## src/rtl/fifo_ctrl.sv

```systemverilog
// Pointer and flag controller sitting in front of a FIFO memory with simultaneous read/write.
// Wrap-bit pointers decode full/empty; a separate registered count drives occupancy and the almost flags.
module fifo_ctrl #(
  parameter int WIDTH     = 8,
  parameter int DEPTH     = 16,
  parameter int ADDR_SIZE = 4,
  parameter int AF_LEVEL  = 14,
  parameter int AE_LEVEL  = 2
) (
  input  logic                 clk,
  input  logic                 rst,
  input  logic                 wr_req,
  input  logic                 rd_req,
  output logic                 wr_en,
  output logic                 rd_en,
  output logic [ADDR_SIZE:0]   wr_addr,
  output logic [ADDR_SIZE:0]   rd_addr,
  output logic                 full,
  output logic                 empty,
  output logic                 almost_full,
  output logic                 almost_empty,
  output logic [ADDR_SIZE:0]   count,
  output logic                 data_valid,
  output logic                 overflow,
  output logic                 underflow
);

  localparam int              PW     = ADDR_SIZE + 1;
  localparam logic [PW-1:0]   ONE    = PW'(1);
  localparam logic [PW-1:0]   AF_THR = PW'(AF_LEVEL);
  localparam logic [PW-1:0]   AE_THR = PW'(AE_LEVEL);

  // Elaboration-time sanity: the wrap-bit scheme only works for a power-of-two depth.
  if (DEPTH != (1 << ADDR_SIZE)) begin : g_bad_depth
    $error("fifo_ctrl: DEPTH must equal 2**ADDR_SIZE");
  end
  if (WIDTH < 1) begin : g_bad_width
    $error("fifo_ctrl: WIDTH must be at least 1");
  end

  logic [PW-1:0] wptr_q, wptr_d;
  logic [PW-1:0] rptr_q, rptr_d;
  logic [PW-1:0] count_q, count_d;
  logic          data_valid_q, data_valid_d;
  logic          overflow_q, overflow_d;
  logic          underflow_q, underflow_d;

  always_comb begin
    empty   = (wptr_q == rptr_q);
    full    = (wptr_q[ADDR_SIZE] != rptr_q[ADDR_SIZE]) &&
              (wptr_q[ADDR_SIZE-1:0] == rptr_q[ADDR_SIZE-1:0]);
    wr_en   = wr_req & ~full;
    rd_en   = rd_req & ~empty;
    wr_addr = {1'b0, wptr_q[ADDR_SIZE-1:0]};
    rd_addr = {1'b0, rptr_q[ADDR_SIZE-1:0]};
  end

  always_comb begin
    wptr_d       = wr_en ? wptr_q + ONE : wptr_q;
    rptr_d       = rd_en ? rptr_q + ONE : rptr_q;
    count_d      = count_q;
    case ({wr_en, rd_en})
      2'b10:   count_d = count_q + ONE;
      2'b01:   count_d = count_q - ONE;
      default: count_d = count_q;
    endcase
    data_valid_d = rd_en;
    overflow_d   = wr_req & full;
    underflow_d  = rd_req & empty;
  end

  always_ff @(posedge clk) begin
    if (rst) begin
      wptr_q       <= '0;
      rptr_q       <= '0;
      count_q      <= '0;
      data_valid_q <= 1'b0;
      overflow_q   <= 1'b0;
      underflow_q  <= 1'b0;
    end else begin
      wptr_q       <= wptr_d;
      rptr_q       <= rptr_d;
      count_q      <= count_d;
      data_valid_q <= data_valid_d;
      overflow_q   <= overflow_d;
      underflow_q  <= underflow_d;
    end
  end

  assign count        = count_q;
  assign almost_full  = (count_q >= AF_THR);
  assign almost_empty = (count_q <= AE_THR);
  assign data_valid   = data_valid_q;
  assign overflow     = overflow_q;
  assign underflow    = underflow_q;

endmodule

```

## config.mk

```make
export PLATFORM = sky130hd
export DESIGN_NAME = fifo_ctrl
export DESIGN_NICKNAME = d
export VERILOG_FILES = /design/src/rtl/fifo_ctrl.sv
export SDC_FILE = /design/constraint.sdc
export NUM_CORES = 1
export LEC_CHECK = 0
export CORE_MARGIN = 5
export CORE_UTILIZATION = 30
export DETAILED_ROUTE_END_ITERATION = 10
export SETUP_SLACK_MARGIN = 0.1
export SLEW_MARGIN = 15
export SYNTH_ARGS = -nofsm -noshare
export SYNTH_HDL_FRONTEND = slang
export SYNTH_SLANG_ARGS = --single-unit
export TNS_END_PERCENT = 100
```

## constraint.sdc

```tcl
create_clock -name clk -period 3.2 [get_ports clk]
set_clock_uncertainty 0.05 [all_clocks]
set_input_delay 0.8 -clock clk [delete_from_list [all_inputs] [get_ports clk]]
set_output_delay 0.8 -clock clk [all_outputs]
set_load 0.01 [all_outputs]
```

# Word-level counts from Yosys, hierarchy flattened
# Cells that the tools add are included.
[totals]
n_memories = 0
in_bits = 4
elab_cells = 26
out_inout_bits = 24
rom_bits = 0
regBits = 18
ram_bits = 0
latch_bits = 0
[op_classes]
shift = 0
eq_ne = 5
div = 0
n_reduce_logical = 2
n_bitwise = 6
magnitude_cmp = 2
add_sub_neg = 4
multipliers = 0
muxes = 1
[ops]
columns = ["operator", "n"]
rows = [
  ["5-bit by 1-bit adder with 5-bit output, second input constant", 3],
  ["5-bit case mux with 2 select lines", 1],
  ["5-bit equality test", 1],
  ["5-bit by 4-bit >= comparator with 1-bit output, second input constant", 1],
  ["5-bit by 2-bit <= comparator with 1-bit output, second input constant", 1],
  ["5-bit by 1-bit subtractor with 5-bit output, second input constant", 1],
  ["1-bit AND", 4],
  ["4-bit equality test", 1],
  ["2-bit by 1-bit equality test with 1-bit output, second input constant", 1],
  ["2-bit equality test, second input constant", 1],
  ["1-bit NOT", 2],
  ["2-bit nonzero test", 1],
  ["1-bit logical AND", 1],
  ["1-bit != test", 1],
]

# Longest topological paths before layout
# Gate-level depths: netlist of the first run.
[logic_depth]
depth_word = 6
depth_mapped = 12
depth_no_buf = 12

# Least setup slack after synthesis of the first run
# No wires, ideal clock.
[synth_path]
path_kind = "reg2reg"
start = "reg wptr_q[0]"
end = "reg count_q[4] (netlist: count[4])"
t_arrival_ns = 2.613
slack_ns = 0.416
path_stages_with_launch = 12
period_less_slack_ns = 2.784
required_ns = 3.029
setup_time_ns = 0.121
n_path_buf = 0
path_cell_list = "dfxtp_1 xnor2_2 nand4_4 o21ai_2 inv_1 ha_1 ha_1 nor2b_4 o21ai_2 a21oi_1 or3b_1 mux2_4"
[synth_between]
elab_cells_between_ends = 11
cone_classes = "eq/ne: 4; mux: 1; bitwise: 4; reduce/logical: 2"
[synth_lines]
columns = ["element", "line", "text"]
rows = [
  ["start, declared", "41", "logic [PW-1:0] wptr_q, wptr_d;"],
  ["start signal, assigned", "81", "wptr_q <= wptr_d;"],
  ["5-bit equality test (*)", "49", "empty = (wptr_q == rptr_q);"],
  ["1-bit NOT (*)", "53", "rd_en = rd_req & ~empty;"],
  ["1-bit AND (*)", "53", ""],
  ["named net rd_en", "15", "output logic rd_en,"],
  ["2-bit by 1-bit equality test with 1-bit output or 2-bit equality test (tied branches)", "62", "case ({wr_en, rd_en})"],
  ["5-bit case mux with 2 select lines or 2-bit nonzero test (tied branches)", "-", ""],
  ["end signal, assigned", "83", "count_q <= count_d;"],
  ["end, declared", "43", "logic [PW-1:0] count_q, count_d;"],
]
# The timed path passes the listed nets; every way through them passes the cells marked *.
# A chain may end at the register's enable or synchronous reset.

# Worst setup path after layout of the first run
[layout_path]
start = "in wr_req"
end = "out wr_en"
[layout_between]
elab_chain_cells = 1
[layout_rtl]
columns = ["element", "line", "text"]
rows = [
  ["start, declared", "12", "input logic wr_req,"],
  ["1-bit AND", "52", "wr_en = wr_req & ~full;"],
  ["end, declared", "14", "output logic wr_en,"],
]
# No other way between the ends.

==> flow_summary_export.csv, run 1 <==
group,metric,value,unit
routing,wl_per_cell,12.1,microns
routing,ant_nets,0,
setup_path,path_depth,5,
routing,vias,834,
layout,final_common_cell,"clkdlybuf4s50_1",
setup_path,reg2regPathDepth,11,
layout,final_area,1470,sq um
setup_path,path_delay_family,"buffers and inverters",
clock_tree,path_clk_slew,0.07,ns
run,maxCapViolations,0,
setup_path,cp_slowest_stage_delay,0.52,ns
layout,area_growth,31.6,%
placement,place_inst,184,
placement,dpl_cell_area,1410,sq um
clock_tree,numCtsBuffers,3,
pwr,ir_drop,0.248,mV
setup_path,cp.required,2.35,ns
routing,drt_wl_total,2280,microns
run_status,outcome,"finished, final reports clean",
timing,worst_pin_slew,0.673,ns
yosys,synth_cell_type_count,32,
clock_tree,clk_latency,0.25,ns
routing,remaining_drc_errors,0,
global_route,grt_max_degree,20,
timing,period_needed,2.99,ns
clock_tree,htreeDepth,1,
clock_tree,cts_tree,"done",
setup_path,cp_cell_sequence,"clkdlybuf4s50_1 -> o21ai_4 -> buf_4 -> inv_1 -> clkdlybuf4s50_1",
setup_path,cp_max_fo,3,
hold_path,hold_depth,2,
layout,layout-drive-gt1-share,0.221,
placement,pre_cts_slack,-0.0597,ns
die,pin_count,28,
yosys,yosys_warnings,0,
die,coreArea,3630,sq um
placement,io_buffers,25,
routing,first_pass_iters,4,
pwr,pwr_density_cell,569,nW/um^2
clock_tree,cts_resized,0,
layout,register_area,360,sq um
layout,fill_cells,364,
timing,whs,0.553,ns
yosys,syn_area,1120,sq um
layout,fin_cells,188,
setup_path,path_common_cell,"clkdlybuf4s50_1",
setup_path,worstSetupEndpointType,"primary output",
timing,final-setup-viol-count,0,
global_route,grt_pass1_wl,3760,microns
setup_path,start_kind,"input port",
layout,n_antenna_cell,0,
setup_path,crit_type,"input port to primary output",
routing,detail_route.vias_per_cell,4.44,
clock_tree,clockBufferDepth,2,
clock_tree,ctsHoldBuffers,0,
global_route,grt_pass1_vias,817,
yosys,ys_seq_area_frac,0.323,
die,die_area,5040,sq um
placement,gp_congestion,0.739,
die,die_w,71.0,microns
layout,layout.nets,152,
yosys,synthCells,114,
pwr,power.leakage,0.583,nW
yosys,yosys_register_bits,18,
global_route,antenna_found_initial,0,
placement,hpwl,1760,microns
hold_path,hold_path.class,"flip-flop to flip-flop",
layout,most-common-layout-cells,"clkdlybuf4s50_1 (25), nor2_1 (19), dfxtp_1 (18)",
timing,maxSlewViolCount,0,
clock_tree,cts-root-buf,"clkbuf_8",
routing,drt-initial-drc-count,65,
clock_tree,cts_setup_buffers,0,
timing,worst_slack,0.213,ns
global_route,track_usage,0.0925,
layout,multi_input_area,654,sq um
yosys,syn_area_per_cell,9.80,sq um
timing,max_slew_margin,0.550,
global_route,grt.overflow.total,0,
setup_path,crit_arrival,2.14,ns
timing,finalCritPeriodShare,0.933,
timing,rsz0062_at_grt,"no",
die,initial_core_util,0.308,
setup_path,path_buf_inv,4,
setup_path,critPathSlowestCell,"clkdlybuf4s50_1",
timing,max_freq,335,MHz
die,die_h,71.0,microns
die,rows,22,
clock_tree,clock-sinks,18,
timing,finalHoldViolCount,0,
## through the flow
step	TNS, ns	power (mW)	utilization
after floorplan	0	0.503	-
after global placement	-0.00902	0.651	0.389
after detailed placement	-0.0597	0.654	0.389
after CTS	0	0.845	0.404
after global routing	0	0.894	0.405
final	0	0.836	0.405
## power by group
group | switching, mW | total (mW) | internal (mW)
clock | 0.0756 | 0.185 | 0.109
combinational | 0.166 | 0.361 | 0.195
sequential | 0.0376 | 0.290 | 0.252
## worst reg2reg max path: stages (launching register included)
cell and delay (ns):
dfxtp_1 0.47, xnor2_2 0.19, nand4_4 0.21, o21ai_4 0.20, ha_1 0.21, inv_1 0.08
fa_2 0.36, nor2b_4 0.13, o21ai_2 0.06, nand3_1 0.07, or3b_1 0.36, mux2_4 0.30
## path summary, 6_finish.rpt
kind / start / to / slack (ns)
worst min register to register: count[2]$_SDFFE_PP0P_ / count[2]$_SDFFE_PP0P_ / 0.55
worst min-delay path: count[2]$_SDFFE_PP0P_ / count[2]$_SDFFE_PP0P_ / 0.55
worst max register to register: wptr_q[2]$_SDFFE_PP0P_ / count[4]$_SDFFE_PP0P_ / 0.38
worst max-delay path: wr_req / wr_en / 0.21
## cell type report
type / count / area share
clock buffer: 4 / 0.0374
multi-input combinational: 78 / 0.445
inverter: 6 / 0.0153
timing repair buffer: 34 / 0.216
sequential: 18 / 0.245
tap: 48 / 0.0409
## state kept, by name, indices dropped and copies added (netlist names)
name	count
underflow	1
rptr_q	5
count	5
wptr_q	5
overflow	1
data_valid	1
## synth_stat cells (all sizes together)
cell type,number,area (sq um)
fa,1,20.0
mux2i,3,30.0
mux2,1,15.0
and4,1,11.3
nor2b,3,26.3
ha,6,75.1
a21o,1,7.51
and3,1,6.26
nand4,4,40.0
xor2,7,68.8
clkbuf,3,11.3
nor2,19,71.3
nor3,1,5.00
or3b,1,8.76
a2111oi,1,8.76
nor4b,2,17.5
inv,6,22.5
nand3,1,5.00
o21ai,3,33.8
xnor2,9,116
dfxtp,18,360
a21oi,7,46.3
buf,10,75.1
a31o,1,8.76
conb,1,3.75
o211ai,3,22.5
## metal layers
metal / vias to the layer above / track usage / share of wire
met1: 385 / 0.110 / 0.45
met2: 24 / 0.152 / 0.48
li1: 423 / - / -
met3: 2 / 0.0313 / 0.062
met5: - / 0 / 0
met4: 0 / 0.0376 / 0.0074
## kinds of logic (layout without fill, tap and decap cells)
| logic type | Yosys count | in the layout | synth area share |
|---|---|---|---|
| multiplexers | 4 | 4 | 0.0403 |
| flip-flops | 18 | 18 | 0.323 |
| other | 1 | 2 | 0.00336 |
| buffers and inverters | 19 | 44 | 0.0974 |
| XOR/XNOR | 16 | 16 | 0.166 |
| AO/OA/AOI/OAI | 16 | 16 | 0.114 |
| AND/OR/NAND/NOR | 33 | 33 | 0.171 |
| adder cells (fa/ha/maj) | 7 | 7 | 0.0851 |
(Power assumes the default switching activity.)
==> run 2: changes to the inputs <==
Settings changed: SKIP_CTS_REPAIR_TIMING from default to 1.
==> results of run 2 <==
Final layout, timing and power as in run 1 (identical DEF).
